File: src/rtl/apb3_fifo_mailbox.sv
`default_nettype none
// ============================================================================
// Module      : apb3_fifo_mailbox
// Description : APB3 completer exposing a TX FIFO (firmware -> fabric stream)
//               and an RX FIFO (fabric stream -> firmware), with inserted wait
//               states, PSLVERR on bad accesses and a level interrupt.
// Ports       : PCLK/PRESETN          clock, async active-low reset
//               PSEL..PWDATA          APB3 request (PADDR[4:2] decoded)
//               PRDATA/PREADY/PSLVERR APB3 response, valid while PREADY=1
//               TX_DATA/VALID/READY   TX stream out (first-word-fall-through)
//               RX_DATA/VALID/READY   RX stream in (RX_READY registered)
//               INT                   registered level interrupt
// Registers   : 0x00 TXDATA W, 0x04 RXDATA R, 0x08 STATUS R,
//               0x0C IRQ_EN RW, 0x10 IRQ_ST R/W1C
// Revision    : 1.0 - initial release
// ============================================================================
module apb3_fifo_mailbox #(
   parameter int DATA_W     = 8,
   parameter int DEPTH      = 16,
   parameter int EXTRA_WAIT = 0
) (
   input  logic              PCLK,
   input  logic              PRESETN,
   input  logic              PSEL,
   input  logic              PENABLE,
   input  logic              PWRITE,
   input  logic [7:0]        PADDR,
   input  logic [31:0]       PWDATA,
   output logic [31:0]       PRDATA,
   output logic              PREADY,
   output logic              PSLVERR,
   output logic [DATA_W-1:0] TX_DATA,
   output logic              TX_VALID,
   input  logic              TX_READY,
   input  logic [DATA_W-1:0] RX_DATA,
   input  logic              RX_VALID,
   output logic              RX_READY,
   output logic              INT
);

   localparam int c_aw = $clog2(DEPTH);
   localparam int c_pw = c_aw + 1;
   localparam logic [c_pw-1:0] c_depth = c_pw'(DEPTH);

   localparam logic [2:0] c_idx_txdata = 3'd0;
   localparam logic [2:0] c_idx_rxdata = 3'd1;
   localparam logic [2:0] c_idx_status = 3'd2;
   localparam logic [2:0] c_idx_irq_en = 3'd3;
   localparam logic [2:0] c_idx_irq_st = 3'd4;

   typedef enum logic [1:0] {
      S_IDLE = 2'd0,
      S_WAIT = 2'd1,
      S_RESP = 2'd2
   } state_t;

   // ------------------------------------------------------------------------
   // State
   // ------------------------------------------------------------------------
   state_t              state_q,    state_d;
   logic [2:0]          wcnt_q,     wcnt_d;
   logic                pready_q,   pready_d;
   logic                pslverr_q,  pslverr_d;
   logic [31:0]         prdata_q,   prdata_d;
   logic [2:0]          op_idx_q,   op_idx_d;
   logic                op_wr_q,    op_wr_d;
   logic [DATA_W-1:0]   op_data_q,  op_data_d;
   logic [2:0]          op_irq_q,   op_irq_d;
   logic [2:0]          irq_en_q,   irq_en_d;
   logic                err_q,      err_d;
   logic                int_q,      int_d;
   logic                rx_ready_q, rx_ready_d;
   logic [c_pw-1:0]     tx_wptr_q,  tx_wptr_d;
   logic [c_pw-1:0]     tx_rptr_q,  tx_rptr_d;
   logic [c_pw-1:0]     rx_wptr_q,  rx_wptr_d;
   logic [c_pw-1:0]     rx_rptr_q,  rx_rptr_d;

   logic [DATA_W-1:0]   tx_mem_q [DEPTH];
   logic [DATA_W-1:0]   rx_mem_q [DEPTH];

   logic [c_pw-1:0]     w_tx_count;
   logic [c_pw-1:0]     w_rx_count;
   logic [c_pw-1:0]     w_rx_count_nxt;
   logic                w_tx_empty, w_tx_full, w_rx_empty, w_rx_full;
   logic                w_commit;
   logic                w_tx_push, w_tx_pop, w_rx_push, w_rx_pop;
   logic [31:0]         w_rsp_data;
   logic                w_rsp_err;
   logic                w_go_resp;

   // Address bits outside [4:2] and high write-data bits carry no meaning.
   logic                w_unused_ok;
   assign w_unused_ok = &{1'b0, PADDR[7:5], PADDR[1:0], PWDATA};

   // ------------------------------------------------------------------------
   // FIFO status
   // ------------------------------------------------------------------------
   assign w_tx_count = tx_wptr_q - tx_rptr_q;
   assign w_rx_count = rx_wptr_q - rx_rptr_q;
   assign w_tx_empty = (w_tx_count == '0);
   assign w_tx_full  = (w_tx_count == c_depth);
   assign w_rx_empty = (w_rx_count == '0);
   assign w_rx_full  = (w_rx_count == c_depth);

   // The transfer's side effect lands on the edge that leaves RESP. An op
   // flagged as an error at RESP entry never touches the FIFOs or registers.
   assign w_commit  = (state_q == S_RESP);
   assign w_tx_push = w_commit && !pslverr_q && op_wr_q  && (op_idx_q == c_idx_txdata);
   assign w_rx_pop  = w_commit && !pslverr_q && !op_wr_q && (op_idx_q == c_idx_rxdata);
   assign w_tx_pop  = TX_VALID && TX_READY;
   assign w_rx_push = RX_VALID && rx_ready_q;

   // ------------------------------------------------------------------------
   // Response decode from the state seen on the RESP-entry edge
   // ------------------------------------------------------------------------
   always_comb begin
      w_rsp_data = '0;
      w_rsp_err  = 1'b0;
      case (PADDR[4:2])
         c_idx_txdata: begin
            if (PWRITE) w_rsp_err = w_tx_full;
            else        w_rsp_err = 1'b1;
         end
         c_idx_rxdata: begin
            if (PWRITE || w_rx_empty) w_rsp_err  = 1'b1;
            else                      w_rsp_data = 32'(rx_mem_q[rx_rptr_q[c_aw-1:0]]);
         end
         c_idx_status: begin
            if (PWRITE) w_rsp_err = 1'b1;
            else        w_rsp_data = {8'd0, 8'(w_rx_count), 8'(w_tx_count), 4'd0,
                                      w_rx_full, w_rx_empty, w_tx_full, w_tx_empty};
         end
         c_idx_irq_en: begin
            if (!PWRITE) w_rsp_data = {29'd0, irq_en_q};
         end
         c_idx_irq_st: begin
            if (!PWRITE) w_rsp_data = {29'd0, err_q, w_tx_empty, !w_rx_empty};
         end
         default: w_rsp_err = 1'b1;
      endcase
   end

   // ------------------------------------------------------------------------
   // Transfer FSM next state
   // ------------------------------------------------------------------------
   always_comb begin
      state_d   = state_q;
      wcnt_d    = wcnt_q;
      pready_d  = 1'b0;
      pslverr_d = 1'b0;
      prdata_d  = '0;
      op_idx_d  = op_idx_q;
      op_wr_d   = op_wr_q;
      op_data_d = op_data_q;
      op_irq_d  = op_irq_q;
      w_go_resp = 1'b0;

      case (state_q)
         S_IDLE: begin
            if (PSEL && PENABLE) begin
               // With no extra wait the first access cycle already counts as
               // the wait, so RESP follows directly.
               if (EXTRA_WAIT == 0) begin
                  w_go_resp = 1'b1;
               end else begin
                  state_d = S_WAIT;
                  wcnt_d  = 3'(EXTRA_WAIT);
               end
            end
         end
         S_WAIT: begin
            if (!PSEL) begin
               // Initiator abandoned the transfer: drop it silently.
               state_d = S_IDLE;
               wcnt_d  = '0;
            end else if (wcnt_q == 3'd1) begin
               w_go_resp = 1'b1;
               wcnt_d    = '0;
            end else begin
               wcnt_d = wcnt_q - 3'd1;
            end
         end
         S_RESP: begin
            state_d = S_IDLE;
         end
         default: begin
            state_d = S_IDLE;
         end
      endcase

      if (w_go_resp) begin
         state_d   = S_RESP;
         pready_d  = 1'b1;
         pslverr_d = w_rsp_err;
         prdata_d  = w_rsp_err ? 32'd0 : w_rsp_data;
         op_idx_d  = PADDR[4:2];
         op_wr_d   = PWRITE;
         op_data_d = PWDATA[DATA_W-1:0];
         op_irq_d  = PWDATA[2:0];
      end
   end

   // ------------------------------------------------------------------------
   // Registers, pointers, interrupt
   // ------------------------------------------------------------------------
   always_comb begin
      irq_en_d  = irq_en_q;
      err_d     = err_q;
      tx_wptr_d = tx_wptr_q;
      tx_rptr_d = tx_rptr_q;
      rx_wptr_d = rx_wptr_q;
      rx_rptr_d = rx_rptr_q;

      if (w_tx_push) tx_wptr_d = tx_wptr_q + 1'b1;
      if (w_tx_pop)  tx_rptr_d = tx_rptr_q + 1'b1;
      if (w_rx_push) rx_wptr_d = rx_wptr_q + 1'b1;
      if (w_rx_pop)  rx_rptr_d = rx_rptr_q + 1'b1;

      if (w_commit) begin
         if (pslverr_q) begin
            err_d = 1'b1;
         end else if (op_wr_q && (op_idx_q == c_idx_irq_en)) begin
            irq_en_d = op_irq_q;
         end else if (op_wr_q && (op_idx_q == c_idx_irq_st) && op_irq_q[2]) begin
            err_d = 1'b0;
         end
      end

      w_rx_count_nxt = rx_wptr_d - rx_rptr_d;
      rx_ready_d     = (w_rx_count_nxt != c_depth);

      // Built from the current (already-updated) state, hence one cycle lag.
      int_d = |(irq_en_q & {err_q, w_tx_empty, !w_rx_empty});
   end

   always_ff @(posedge PCLK or negedge PRESETN) begin
      if (!PRESETN) begin
         state_q    <= S_IDLE;
         wcnt_q     <= '0;
         pready_q   <= 1'b0;
         pslverr_q  <= 1'b0;
         prdata_q   <= '0;
         op_idx_q   <= '0;
         op_wr_q    <= 1'b0;
         op_data_q  <= '0;
         op_irq_q   <= '0;
         irq_en_q   <= '0;
         err_q      <= 1'b0;
         int_q      <= 1'b0;
         rx_ready_q <= 1'b0;
         tx_wptr_q  <= '0;
         tx_rptr_q  <= '0;
         rx_wptr_q  <= '0;
         rx_rptr_q  <= '0;
      end else begin
         state_q    <= state_d;
         wcnt_q     <= wcnt_d;
         pready_q   <= pready_d;
         pslverr_q  <= pslverr_d;
         prdata_q   <= prdata_d;
         op_idx_q   <= op_idx_d;
         op_wr_q    <= op_wr_d;
         op_data_q  <= op_data_d;
         op_irq_q   <= op_irq_d;
         irq_en_q   <= irq_en_d;
         err_q      <= err_d;
         int_q      <= int_d;
         rx_ready_q <= rx_ready_d;
         tx_wptr_q  <= tx_wptr_d;
         tx_rptr_q  <= tx_rptr_d;
         rx_wptr_q  <= rx_wptr_d;
         rx_rptr_q  <= rx_rptr_d;
      end
   end

   // FIFO storage needs no reset: pointers define which entries are live.
   always_ff @(posedge PCLK) begin
      if (w_tx_push) tx_mem_q[tx_wptr_q[c_aw-1:0]] <= op_data_q;
      if (w_rx_push) rx_mem_q[rx_wptr_q[c_aw-1:0]] <= RX_DATA;
   end

   // ------------------------------------------------------------------------
   // Outputs
   // ------------------------------------------------------------------------
   assign PRDATA   = prdata_q;
   assign PREADY   = pready_q;
   assign PSLVERR  = pslverr_q;
   assign TX_VALID = !w_tx_empty;
   assign TX_DATA  = tx_mem_q[tx_rptr_q[c_aw-1:0]];
   assign RX_READY = rx_ready_q;
   assign INT      = int_q;

endmodule
`default_nettype wire

File: config.mk
export PLATFORM = sky130hd
export DESIGN_NAME = apb3_fifo_mailbox
export DESIGN_NICKNAME = d
export VERILOG_FILES = /design/src/rtl/apb3_fifo_mailbox.sv
export SDC_FILE = /design/constraint.sdc
export NUM_CORES = 1
export LEC_CHECK = 0
export CORE_UTILIZATION = 53
export DETAILED_ROUTE_END_ITERATION = 12
export PLACE_DENSITY = 0.76
export SYNTH_ARGS = -nofsm -noshare
export SYNTH_HDL_FRONTEND = slang
export SYNTH_SLANG_ARGS = --single-unit
File: constraint.sdc
create_clock -name PCLK -period 3 [get_ports PCLK]
set_clock_uncertainty 0.2 [all_clocks]
set_input_delay 0.6 -clock PCLK [delete_from_list [all_inputs] [get_ports PCLK]]
set_output_delay 0.6 -clock PCLK [all_outputs]
set_load 0.01 [all_outputs]
==> results of run 1 <==
==> power groups by stage <==
| stage | Combinational (mW) | Sequential (mW) | Clock [mW] |
|---|---|---|---|
| 4_1_cts | 3.99 | 5.41 | 3.89 |
| 5_1_grt | 4.29 | 5.44 | 4.06 |
| 3_3_place_gp | 3.65 | 5.44 | 0 |
| 3_5_place_dp | 3.78 | 5.49 | 0 |
| 6_report | 3.98 | 5.41 | 3.82 |
| 2_1_floorplan | 2.59 | 5.37 | 0 |
==> routing by layer <==
layer	track usage [%]	routed length, um	vias up
met5	0	0	-
met4	7.43	811	0
met3	2.87	1310	55
met2	39.2	14200	229
met1	27.0	10000	3486
li1	-	-	3066
==> flip-flops by register name, summed over array words and instances (netlist names) <==
register   cells
rx_wptr_q      5
op_wr_q        1
err_q          1
rx_mem_q     128
tx_mem_q     128
state_q        1
PREADY         1
rx_rptr_q      5
PSLVERR        1
PRDATA        18
tx_wptr_q      5
tx_rptr_q      5
INT            1
op_idx_q       3
RX_READY       1
irq_en_q       3
op_data_q      8
==> cells in the mapped netlist, types with 14 or more instances <==
cell type / instances
sky130_fd_sc_hd__dfrtp_1: 59
sky130_fd_sc_hd__inv_1: 21
sky130_fd_sc_hd__nand2_1: 68
sky130_fd_sc_hd__ha_1: 22
sky130_fd_sc_hd__nand3_1: 14
sky130_fd_sc_hd__mux4_1: 23
sky130_fd_sc_hd__xnor2_1: 18
sky130_fd_sc_hd__mux4_2: 53
sky130_fd_sc_hd__buf_4: 16
sky130_fd_sc_hd__nor2_1: 40
sky130_fd_sc_hd__edfxtp_1: 256
sky130_fd_sc_hd__clkbuf_1: 16
==> layout make-up <==
type / instances / share of cell area (%)
Sequential cell: 315 / 59.2
Clock buffer: 49 / 5.84
Inverter: 22 / 0.533
Timing Repair Buffer: 130 / 7.74
Clock inverter: 7 / 0.768
Multi-Input combinational cell: 364 / 23.3
Tap cell: 324 / 2.62
==> worst max path at each step <==
stage | to | cells after the start | slack [ns] | startpoint
6_report | TX_DATA[1] | 6 | -0.28 | tx_rptr_q[0]
5_1_grt | TX_VALID | 9 | -0.35 | tx_wptr_q[0]
4_1_cts | TX_DATA[1] | 6 | -0.30 | tx_rptr_q[0]
3_5_place_dp | TX_VALID | 9 | -0.22 | tx_wptr_q[0]
3_3_place_gp | TX_VALID | 9 | -0.15 | tx_wptr_q[0]
2_1_floorplan | tx_rptr_q[1] | 10 | 0.08 | tx_rptr_q[1]
==> logic make-up after synthesis <==
group | count (synthesis) | synth area share (%)
buffers and inverters | 66 | 2.79
AO/OA/AOI/OAI | 38 | 1.99
AND/OR/NAND/NOR | 178 | 6.35
flip-flops | 315 | 70.2
adder cells (fa/ha/maj) | 24 | 2.41
multiplexers | 83 | 14.3
XOR/XNOR | 27 | 1.92
other | 1 | 0.0287
==> what timing repair did <==
item,CTS,global route
endpoints found under the setup margin,9,9
hold buffers,1,0
resized for setup,46,4
pin swaps,2,0
hold endpoints to repair,22,0
setup buffers,6,1
gates cloned,1,0
==> worst max-delay path, stage by stage, from the launching register on <==
cell and delay [ns]:
sky130_fd_sc_hd__dfrtp_2 0.41, sky130_fd_sc_hd__buf_8 0.15, sky130_fd_sc_hd__buf_12 0.14, sky130_fd_sc_hd__buf_12 0.11, sky130_fd_sc_hd__mux4_2 0.51, sky130_fd_sc_hd__mux4_2 0.46, sky130_fd_sc_hd__buf_2 0.15
==> results.rst, run 1 <==
.. list-table::
   :header-rows: 1

   * - Metric
     - Value
   * - Status
     - complete, but fails checks
   * - Violations in the final reports
     - DRC, setup timing
   * - Crit share post-route
     - 109%
   * - Via count of the first global-routing pass
     - 7340
   * - CTS buffer count
     - 30
   * - Area fraction of the dominant cell type after synthesis
     - 58.9%
   * - Maximum root-to-sink buffer count
     - 3
   * - Die width
     - 159 um
   * - Hold_ws
     - 0.302 ns
   * - Final Hold Viols
     - 0
   * - Top library cells by usage in the layout, fill and taps aside
     - sky130_fd_sc_hd__edfxtp_1 (256), sky130_fd_sc_hd__nand2_1 (68), sky130_fd_sc_hd__buf_4 (64)
   * - Library cell with the largest summed area after synthesis
     - sky130_fd_sc_hd__edfxtp_1
   * - Violation count after the first detailed-routing iteration
     - 491
   * - Total number of H-tree levels
     - 1
   * - Final standard cell utilization of the core
     - 63.8%
   * - Count of different cell masters after synthesis
     - 52
   * - Effective utilization at floorplan
     - 53.9%
   * - Timing-limited maximum frequency
     - 305 MHz
   * - Number of slew-limit violations in the final report
     - 0
   * - Count of max-cap constraint violations
     - 0
   * - Sequential element share of the synthesized area
     - 70.2%
   * - Total area of sequential cells
     - 9170 um2
   * - Most common library cell in the layout ignoring fill and taps
     - sky130_fd_sc_hd__edfxtp_1
   * - Final ANT Viol Nets
     - 0
   * - Arrival time at the worst endpoint
     - 2.48 ns
   * - Power density normalized to cell area
     - 853 nW/um2
   * - Relative slew margins
     - 46.7%
   * - Total chip power
     - 13.2 mW
   * - First-pass GRT wire length
     - 41400 um
   * - Worst-Skew Late Latency
     - 0.54 ns
   * - Hold path startpoint
     - tx_wptr_q[4]
   * - Mapped Area
     - 13100 um2
   * - Setup Crit Path Kind
     - reg2out
   * - Switching power total
     - 3.66 mW
   * - DRT Pass-1 Iters
     - 8
   * - Post-route setup slack
     - -0.279 ns
   * - Final-layout setup total negative slack
     - -1.98 ns
   * - I/O pin count
     - 100
   * - Crit-path max FO
     - 6
   * - Number of filler instances in the final layout
     - 1666
   * - Endpoint of the worst-slack reg-to-reg timing path
     - PRDATA[5]
   * - Internal power consumption
     - 9.55 mW
   * - Element type at the critical path start
     - flip-flop
   * - Routed WL
     - 26300 um
   * - Ratio of routed vias to standard cells
     - 5.64
   * - Hold-critical path endpoint
     - tx_wptr_q[4]
   * - Final Wtd Congestion
     - 0.814
   * - Floorplan die area
     - 25300 um2
   * - Flop pwr share
     - 40.9%
   * - CTS clock-pin slew for the worst setup and hold paths
     - 0.06 ns
   * - Setup WS pre-CTS
     - -0.221 ns
   * - Combinational fraction of design power
     - 30.1%
   * - Final-stage net count
     - 942
   * - Async SR Flop Fraction
     - 18.7%
   * - Most common flop cell mapped by yosys
     - sky130_fd_sc_hd__edfxtp_1
   * - Detail-routed net length per standard cell
     - 21.7 um
   * - Transition time at the pin with the least slew margin
     - 0.800 ns
   * - Maximum number of pins on one net before global-route repair
     - 38
   * - Die Y-Extent
     - 159 um
   * - Remaining Overflow, GRT
     - 0
   * - Core area
     - 24200 um2
   * - Overall Global Routing Usage
     - 21.7%
   * - Static power due to leakage
     - 5.62 nW
   * - Post-Syn Instances
     - 732
   * - Minimum clock period
     - 3.28 ns
   * - Number of buffer cells added on primary ports
     - 56
   * - Fraction of final layout cells sized beyond drive strength 1
     - 21.9%
   * - Count of flip-flops with a built-in enable after synthesis
     - 256
   * - Clk sinks
     - 315
   * - Non-filler instance count after layout
     - 1211
   * - Worst hold stages
     - 1
   * - Final non-filler cell area
     - 15500 um2
   * - Cell chosen for the clock root
     - sky130_fd_sc_hd__clkbuf_16
   * - Drc violations
     - 2
   * - Cell count of the worst reg-to-reg path
     - 9
   * - Detailed-placement wirelength estimate
     - 17600 um
   * - Number of failing setup endpoints in the final timing report
     - 9
   * - Clock Power Share
     - 28.9%
   * - Inserted Diodes
     - 0
   * - Area of combinational cells with multiple inputs
     - 3610 um2
   * - Slack of the worst reg-to-reg path
     - 0.23 ns
   * - Leading post-synthesis cells by cell area
     - sky130_fd_sc_hd__edfxtp_1 (59%), sky130_fd_sc_hd__dfrtp_1 (11%), sky130_fd_sc_hd__mux4_2 (9.1%), sky130_fd_sc_hd__mux4_1 (4.6%), sky130_fd_sc_hd__ha_1 (2.1%)
   * - Synthesized flop and latch total
     - 315
   * - TritonCTS clock tree
     - built
   * - Beginning of the worst register-to-register path
     - rx_wptr_q[0]
   * - Type of the worst min-delay path
     - reg2reg
   * - CP required
     - 2.20 ns
   * - VDD IR max
     - 0.612 mV
   * - RSZ-0062 raised after global routing
     - yes
   * - Proportion of total power due to net switching
     - 27.7%
   * - Area Growth Syn to Fin
     - 18.5%
   * - Standard-cell row count
     - 57
   * - Placement-stage cell area
     - 14300 um2
   * - Post-synthesis average cell area
     - 17.8 um2
   * - Cell count after placement
     - 1147
   * - Number of warning messages in the yosys log
     - 0
   * - Type of destination of the critical path
     - output pin
   * - Number of antenna violations at the first check in global routing
     - 0
   * - Via total after detailed routing
     - 6836
Power figures use the tool's default switching activity.
==> run 2: changes to the inputs <==
- CAP_MARGIN: unset -> 20
==> results of run 2 <==
No change in the layout: final DEF, timing and power equal those of run 1.
